[src/rtl/mem_port_arbiter_pkg.sv]
// Shared encodings for the unified I/D SRAM port arbiter: FSM states, grant
// codes and the latched SRAM request.
package mem_port_arbiter_pkg;

  localparam logic [1:0] MA_IDLE  = 2'b00;
  localparam logic [1:0] MA_ISSUE = 2'b01;
  localparam logic [1:0] MA_WAIT  = 2'b10;
  localparam logic [1:0] MA_DONE  = 2'b11;

  localparam logic [1:0] GNT_NONE = 2'b00;
  localparam logic [1:0] GNT_I    = 2'b01;
  localparam logic [1:0] GNT_D    = 2'b10;

  typedef struct packed {
    logic        we;
    logic [31:0] addr;
    logic [31:0] wdata;
  } mem_req_t;

  // MEM-stage access is older than the fetch behind it, so it always wins.
  function automatic logic [1:0] pick_grant(input logic data_req, input logic inst_req);
    if (data_req)      return GNT_D;
    else if (inst_req) return GNT_I;
    else               return GNT_NONE;
  endfunction

endpackage

[src/rtl/mem_port_arbiter.sv]
// Single-port SRAM sequencer shared by IF and MEM: data-priority arbitration,
// fixed-latency reads, one-cycle ready pulses and per-stage stall outputs.
module mem_port_arbiter
  import mem_port_arbiter_pkg::*;
#(
  parameter int MEM_LATENCY = 2,
  parameter int CNT_W       = 4
) (
  input  logic        clk_i,
  input  logic        rst_i,
  input  logic        inst_req_i,
  input  logic [31:0] inst_addr_i,
  output logic [31:0] inst_rdata_o,
  output logic        inst_ready_o,
  input  logic        data_req_i,
  input  logic        data_we_i,
  input  logic [31:0] data_addr_i,
  input  logic [31:0] data_wdata_i,
  output logic [31:0] data_rdata_o,
  output logic        data_ready_o,
  output logic        mem_en_o,
  output logic        mem_we_o,
  output logic [31:0] mem_addr_o,
  output logic [31:0] mem_wdata_o,
  input  logic [31:0] mem_rdata_i,
  output logic        stall_if_o,
  output logic        stall_mem_o
);

  localparam logic [CNT_W-1:0] CNT_INIT = CNT_W'(MEM_LATENCY - 1);

  logic [1:0]       state_q, state_d;
  logic [1:0]       gnt_q, gnt_d;
  logic [CNT_W-1:0] cnt_q, cnt_d;
  mem_req_t         req_q, req_d;
  logic             mem_en_q, mem_en_d;
  logic [31:0]      inst_rdata_q, inst_rdata_d;
  logic [31:0]      data_rdata_q, data_rdata_d;
  logic             inst_ready_q, inst_ready_d;
  logic             data_ready_q, data_ready_d;
  logic [1:0]       win;

  assign win = pick_grant(data_req_i, inst_req_i);

  always_comb begin
    state_d      = state_q;
    gnt_d        = gnt_q;
    cnt_d        = cnt_q;
    req_d        = req_q;
    mem_en_d     = 1'b0;
    inst_rdata_d = inst_rdata_q;
    data_rdata_d = data_rdata_q;
    inst_ready_d = 1'b0;
    data_ready_d = 1'b0;
    case (state_q)
      MA_IDLE: begin
        if (win != GNT_NONE) begin
          gnt_d    = win;
          mem_en_d = 1'b1;
          state_d  = MA_ISSUE;
          if (win == GNT_D) req_d = '{we: data_we_i, addr: data_addr_i, wdata: data_wdata_i};
          else              req_d = '{we: 1'b0, addr: inst_addr_i, wdata: '0};
        end
      end
      MA_ISSUE: begin
        // Stores complete without a read-back; only loads/fetches wait.
        if (req_q.we) begin
          data_ready_d = 1'b1;
          state_d      = MA_DONE;
        end else begin
          cnt_d   = CNT_INIT;
          state_d = MA_WAIT;
        end
      end
      MA_WAIT: begin
        if (cnt_q == '0) begin
          state_d = MA_DONE;
          if (gnt_q == GNT_D) begin
            data_rdata_d = mem_rdata_i;
            data_ready_d = 1'b1;
          end else begin
            inst_rdata_d = mem_rdata_i;
            inst_ready_d = 1'b1;
          end
        end else begin
          cnt_d = cnt_q - 1'b1;
        end
      end
      default: begin
        gnt_d   = GNT_NONE;
        state_d = MA_IDLE;
      end
    endcase
  end

  always_ff @(posedge clk_i) begin
    if (rst_i) begin
      state_q      <= MA_IDLE;
      gnt_q        <= GNT_NONE;
      cnt_q        <= '0;
      req_q        <= '0;
      mem_en_q     <= 1'b0;
      inst_rdata_q <= '0;
      data_rdata_q <= '0;
      inst_ready_q <= 1'b0;
      data_ready_q <= 1'b0;
    end else begin
      state_q      <= state_d;
      gnt_q        <= gnt_d;
      cnt_q        <= cnt_d;
      req_q        <= req_d;
      mem_en_q     <= mem_en_d;
      inst_rdata_q <= inst_rdata_d;
      data_rdata_q <= data_rdata_d;
      inst_ready_q <= inst_ready_d;
      data_ready_q <= data_ready_d;
    end
  end

  assign mem_en_o     = mem_en_q;
  assign mem_we_o     = mem_en_q & req_q.we;
  assign mem_addr_o   = req_q.addr;
  assign mem_wdata_o  = req_q.wdata;
  assign inst_rdata_o = inst_rdata_q;
  assign data_rdata_o = data_rdata_q;
  assign inst_ready_o = inst_ready_q;
  assign data_ready_o = data_ready_q;
  assign stall_if_o   = inst_req_i & ~inst_ready_q;
  assign stall_mem_o  = data_req_i & ~data_ready_q;

endmodule

[config.mk]
export PLATFORM = sky130hd
export DESIGN_NAME = mem_port_arbiter
export DESIGN_NICKNAME = d
export VERILOG_FILES = /design/src/rtl/mem_port_arbiter_pkg.sv /design/src/rtl/mem_port_arbiter.sv
export SDC_FILE = /design/constraint.sdc
export NUM_CORES = 1
export LEC_CHECK = 0
export ABC_AREA = 1
export BUFFER_PORTS_ARGS = -buffer_cell sky130_fd_sc_hd__buf_2
export CAP_MARGIN = 20
export CORE_MARGIN = 2
export CORE_UTILIZATION = 49
export CTS_BUF_LIST = sky130_fd_sc_hd__clkbuf_4
export DETAILED_ROUTE_END_ITERATION = 8
export MAX_ROUTING_LAYER = met4
export PLACE_DENSITY = 0.82
export SLEW_MARGIN = 0
export SYNTH_ARGS = -nofsm -noshare
export SYNTH_HDL_FRONTEND = slang
export SYNTH_SLANG_ARGS = --single-unit
[constraint.sdc]
create_clock -name clk_i -period 2.3 [get_ports clk_i]
set_clock_uncertainty 0.2 [all_clocks]
set_input_delay 0.345 -clock clk_i [delete_from_list [all_inputs] [get_ports clk_i]]
set_output_delay 0.345 -clock clk_i [all_outputs]
set_load 0.03 [all_outputs]
==> metrics.csv, run 1 <==
metric,value,unit
Finished Cell Area,8850,um2
Root Driver,clkbuf_4,
global placement routability congestion,0.805,
critical path capture point type,register,
Synth Area in XOR/XNOR,0,%
final hold slack,0.0896,ns
multiplexer area fraction after synthesis,0,%
Via density,4.88,
Final HPWL DP,10000,um
CP Class,primary input to register,
first-pass detailed-route iteration total,5,
Final nets,1316,
WHS Path Cells,4,
worst vdd ir,0.561,mV
fin util,71.0,%
CP required,2.52,ns
Pleak,4.67,nW
"Power, Total",9.33,mW
I/O Buffers,266,
final setup fails,0,
Tmin final,2.21,ns
Critical Path AT,2.43,ns
CTS tree,done,
RSZ-0062 raised after global routing,false,
global-route wire length before repair,28100,um
Rows,41,
H-tree depth,4,
final-report hold violation count,0,
syn avg cell area,7.24,um2
Mapped Area,6190,um2
post-synth cell types,19,
register area share after synthesis,45.3,%
simple-gate portion of the synthesized area,29.6,%
post-synthesis compound-gate area fraction,8.65,%
worst reg2reg path startpoint,state_q[1],
layout cells sized above 1,27.0,%
Die Y-Extent,116,um
"leading cell type in the layout, fill and taps excluded",nand2_1,
family with the most delay on the worst path,buffers and inverters,
CTS Buffer Depth,2,
pin count of the biggest net entering global routing,104,
crit path cell chain,"dlygate4sd3_1, buf_2, nor2_1, nor2_4, clkbuf_16, buf_4, o211a_1, dlygate4sd3_1",
most frequent cells in the layout,"281 x nand2_1, 266 x buf_2, 143 x nor2_1",
Worst Path Buf+Inv,5,
Layout area overhead,42.9,%
main combinational cell family by area after synthesis,simple AND/OR/NAND/NOR gates,
Die Wd,116,um
CTS Sinks,140,
vias,6650,
io pins,267,
"Net Count, Synth",995,
CTS Buf Count,17,
DRT iter0 DRCs,614,
DR WL/cell,14.2,um
Worst Hold End,gnt_q[0],
Reg2Reg Capture Point,mem_addr_o[18],
CP max-delay cell,dlygate4sd3_1,
worst hold path startpoint,data_req_i,
"non-filler cells, final",1362,
Crit. path cell count,8,
initial antenna violation count,1,
worst setup margin,0.0880,ns
crit path launch type,primary input,
"Largest stage delay, worst path",0.55,ns
initial core utilization,49.7,%
via count of the first global-routing pass,6196,
fmax,452,MHz
clock transition at the registers of the reported paths,0.12,ns
setup_tns,0,ns
Mapped Cells,856,
outcome,"complete, no violations",
remaining routing DRC violations,0,
R2R cell count,8,
Seq cells post-synth,140,
Max-slew headroom,70.1,%
final wirelength,19300,um
overall overflow remaining after global route,0,
dpl ws,0.515,ns
Post-synth top flop,dfxtp_1,
Post-synth EDFFs,0,
worst reg-to-reg setup slack,0.09,ns
Die ar.,13600,um2
class of the worst hold path,primary input to register,
GRT Util Overall,27.2,%
DP Cell Count,1192,
"critical path fanouts, max",8,
"Cell Area, Placed",7130,um2
Tcrit/Tclk final,96.2,%
post-synthesis adder-cell area fraction,1.21,%
Slew @ Worst Pin,0.449,ns
most frequent cell on the critical path,dlygate4sd3_1,
Routed Antenna Nets,0,
Synth async-reset ratio,0,%
pwr/cell area,1050,nW/um2
YS warnings,0,
Final Max Slew Viols,0,
max-cap violation count,0,
Clock Latency Late Sink,0.53,ns
core area,12500,um2
[power breakdown]
| part | switching, mW | total, mW | internal (mW) | leakage [nW] |
|---|---|---|---|---|
| clock | 0.845 | 1.63 | 0.781 | 0.157 |
| combinational | 2.76 | 4.40 | 1.65 | 3.37 |
| sequential | 0.320 | 3.30 | 2.98 | 1.14 |
[flip-flops by register name, indices dropped and copies added (netlist names)]
name and count:
inst_rdata_o 32, state_q 2, mem_en_o 1, cnt_q 4
mem_addr_o 32, gnt_q 2, data_rdata_o 32, inst_ready_o 1
data_ready_o 1, mem_wdata_o 32, req_q 1
[cell usage after synthesis (3+ instances only)]
cell type	n	area share, %
buf_2	14	1.1
inv_1	50	3.0
dfxtp_1	140	45
nor2_1	144	8.7
buf_1	7	0.42
clkbuf_1	14	0.85
nor2_2	3	0.30
a21oi_1	41	3.3
ha_1	6	1.2
nand2_1	281	17
nand3_1	38	3.1
o211a_1	32	5.2
buf_6	5	0.91
clkinv_1	3	0.18
buf_4	72	8.7
[cell families (layout without fill, tap and decap cells)]
logic type | after synthesis | count (layout)
AOI/OAI and AO/OA | 75 | 75
other | 0 | 1
buffers and inverters | 165 | 498
adders and majority gates | 6 | 6
and+or+nand+nor | 470 | 470
DFF | 140 | 140
[worst min-delay path: stages]
cell	delay (ns)
buf_2	0.15
clkinv_1	0.09
a21oi_1	0.07
nor3_1	0.12
[layout make-up]
class	instances	area, um2
sequential	140	2810
tap	172	215
inverter	53	199
antenna	1	2.50
multi-input combinational	551	2470
fill	929	3610
timing repair buffer	414	2880
clock buffer	21	158
clock inverter	10	124
[layer usage]
| metal | global-route usage (%) | share of wire [%] | vias to the layer above |
|---|---|---|---|
| met3 | 6.49 | 7.8 | 83 |
| met4 | 16.4 | 3.9 | 0 |
| met1 | 29.6 | 38 | 2992 |
| met2 | 45.3 | 50 | 349 |
| li1 | - | - | 3226 |
| met5 | - | 0 | - |
[worst max-delay path by stage]
| stage | slack [ns] | startpoint | endpoint |
|---|---|---|---|
| 2_1_floorplan | 0.52 | data_req_i | stall_mem_o |
| 3_3_place_gp | 0.55 | state_q[0] | inst_rdata_o[2] |
| 3_5_place_dp | 0.52 | state_q[0] | cnt_q[2] |
| 4_1_cts | 0.008 | state_q[1] | mem_addr_o[26] |
| 5_1_grt | 0.001 | state_q[1] | mem_addr_o[16] |
| 6_report | 0.09 | inst_req_i | mem_addr_o[18] |
[timing repair]
item,CTS,global route
hold endpoints to repair,130,0
resized for setup,0,6
hold buffers,131,0
buffers inserted,0,4
endpoints found under the setup margin,0,21
No activity file was read; power rests on OpenSTA's default activity.
==> run 2: changes to the inputs <==
- BUFFER_PORTS_ARGS: -buffer_cell sky130_fd_sc_hd__buf_2 -> -buffer_cell sky130_fd_sc_hd__buf_4
==> run 2 against run 1 <==
Effect of this change:
- hold slack gained 0.10 ns
- power rose by 3.0%
- critical path depth did not move
- global-route usage rose by 1.3 points
- sequential power about the same
- sequential share of layout area decreased by 2.1 points
- non-clock buffer count fell by 2
- register-to-register slack lost 0.02 ns
- combinational power rose by 6.6%
- via count fell by 0.33%
- critical endpoint unchanged
==> metrics.csv, run 2 (same netlist as run 1, synthesis figures left out) <==
metric,value,unit,change
outcome,"complete, no violations",,unchanged
Max-slew headroom,68.4,%,was 70.1%
Routed Antenna Nets,0,,unchanged
CTS tree,done,,unchanged
fin util,76.0,%,was 71.0%
via count of the first global-routing pass,6209,,was 6196
initial antenna violation count,1,,unchanged
pwr/cell area,1010,nW/um2,was 1050 nW/um2
CTS Buffer Depth,2,,unchanged
Reg2Reg Capture Point,mem_addr_o[18],,unchanged
worst vdd ir,0.570,mV,was 0.561 mV
Rows,41,,unchanged
most frequent cells in the layout,"281 x nand2_1, 272 x buf_4, 143 x nor2_1",,"was 281 x nand2_1, 266 x buf_2, 143 x nor2_1"
overall overflow remaining after global route,0,,unchanged
Final HPWL DP,10300,um,was 10000 um
crit path launch type,primary input,,unchanged
Layout area overhead,53.0,%,was 42.9%
final wirelength,19600,um,was 19300 um
initial core utilization,49.7,%,unchanged
Slew @ Worst Pin,0.475,ns,was 0.449 ns
RSZ-0062 raised after global routing,false,,unchanged
crit path cell chain,"dlygate4sd3_1, buf_4, nor2_1, nor2_4, buf_4, clkbuf_16, o211a_1, dlygate4sd3_1",,"was dlygate4sd3_1, buf_2, nor2_1, nor2_4, clkbuf_16, buf_4, o211a_1, dlygate4sd3_1"
class of the worst hold path,primary input to register,,unchanged
Final Max Slew Viols,0,,unchanged
Tmin final,2.25,ns,was 2.21 ns
H-tree depth,4,,unchanged
I/O Buffers,266,,unchanged
clock transition at the registers of the reported paths,0.11,ns,was 0.12 ns
io pins,267,,unchanged
core area,12500,um2,unchanged
final-report hold violation count,0,,unchanged
Final nets,1314,,was 1316
Pleak,4.75,nW,was 4.67 nW
DRT iter0 DRCs,470,,was 614
GRT Util Overall,28.5,%,was 27.2%
first-pass detailed-route iteration total,6,,was 5
worst reg-to-reg setup slack,0.07,ns,was 0.09 ns
global placement routability congestion,0.835,,was 0.805
global-route wire length before repair,29100,um,was 28100 um
CP Class,primary input to register,,unchanged
Via density,4.88,,about the same
Clock Latency Late Sink,0.51,ns,was 0.53 ns
pin count of the biggest net entering global routing,104,,unchanged
CP required,2.51,ns,was 2.52 ns
"Largest stage delay, worst path",0.56,ns,was 0.55 ns
worst hold path startpoint,data_req_i,,unchanged
Tcrit/Tclk final,97.8,%,was 96.2%
Die Y-Extent,116,um,unchanged
Die ar.,13600,um2,unchanged
layout cells sized above 1,26.7,%,was 27.0%
critical path capture point type,register,,unchanged
final setup fails,0,,unchanged
CTS Sinks,140,,unchanged
vias,6628,,was 6650
WHS Path Cells,5,,was 4
CP max-delay cell,dlygate4sd3_1,,unchanged
"critical path fanouts, max",32,,was 8
max-cap violation count,0,,unchanged
DR WL/cell,14.4,um,was 14.2 um
remaining routing DRC violations,0,,unchanged
worst reg2reg path startpoint,state_q[0],,was state_q[1]
family with the most delay on the worst path,buffers and inverters,,unchanged
R2R cell count,8,,unchanged
Worst Path Buf+Inv,5,,unchanged
Die Wd,116,um,unchanged
fmax,445,MHz,was 452 MHz
Root Driver,clkbuf_4,,unchanged
Critical Path AT,2.46,ns,was 2.43 ns
CTS Buf Count,17,,unchanged
setup_tns,0,ns,unchanged
Worst Hold End,state_q[1],,was gnt_q[0]
"leading cell type in the layout, fill and taps excluded",nand2_1,,unchanged
run 2: cell type report:
class | instances | area, um2
repair buffers | 412 | 3520
fillers | 806 | 2990
flip-flops and latches | 140 | 2810
multi-input cells | 551 | 2460
well taps | 172 | 215
inverters | 53 | 199
clock buffers | 20 | 150
clock inverters | 10 | 125
diodes | 1 | 2.50
run 2: layer usage:
metal / vias to the layer above / track usage (%) / wire length [um]
met1: 3005 / 29.7 / 7320
met4: 0 / 17.1 / 952
met3: 88 / 8.93 / 1670
met2: 321 / 47.3 / 9620
li1: 3214 / - / -
met5: - / - / 0
run 2: stage by stage:
stage	area, um2	worst slack [ns]	cells	power (mW)	hold WS (ns)
6_report	9480	0.0506	1359	9.60	0.192
3_3_place_gp	7800	0.546	1191	7.26	0.248
4_1_cts	9410	0.00867	1354	9.32	0.139
2_1_floorplan	6190	0.520	856	6.37	0.239
5_1_grt	9480	0.00374	1359	10.2	0.194
3_5_place_dp	7800	0.483	1191	7.32	0.251
run 2: how the worst max path moves through the flow:
stage                from                to  cells past startpoint  slack, ns
4_1_cts        state_q[0]    mem_addr_o[31]                      8      0.009
2_1_floorplan  data_req_i       stall_mem_o                      4       0.52
5_1_grt        state_q[0]    mem_addr_o[18]                      8      0.004
3_3_place_gp   state_q[0]   inst_rdata_o[3]                      8       0.55
6_report       inst_req_i    mem_addr_o[18]                      8       0.05
3_5_place_dp   state_q[0]  inst_rdata_o[19]                      8       0.48
run 2: worst register-to-register path: cells and delay by family (launching register included):
family                     cells  cell delay (ns)
and+or+nand+nor                1             0.06
adders and majority gates      1             0.20
DFF                            1             0.35
buffers and inverters          5             1.09
AOI/OAI and AO/OA              1             0.23
run 2: what timing repair did:
item / 4_1_cts / 5_1_grt
setup buffers: 0 / 3
setup endpoints to repair: 0 / 34
gates resized for setup: 0 / 7
hold buffers: 133 / 0
hold endpoints to repair: 131 / 0
run 2: where the power goes:
group,switching [mW],leakage [nW],internal [mW]
Clock,0.834,0.155,0.765
Combinational,2.74,3.45,1.96
Sequential,0.333,1.14,2.98
Total,3.90,4.75,5.70
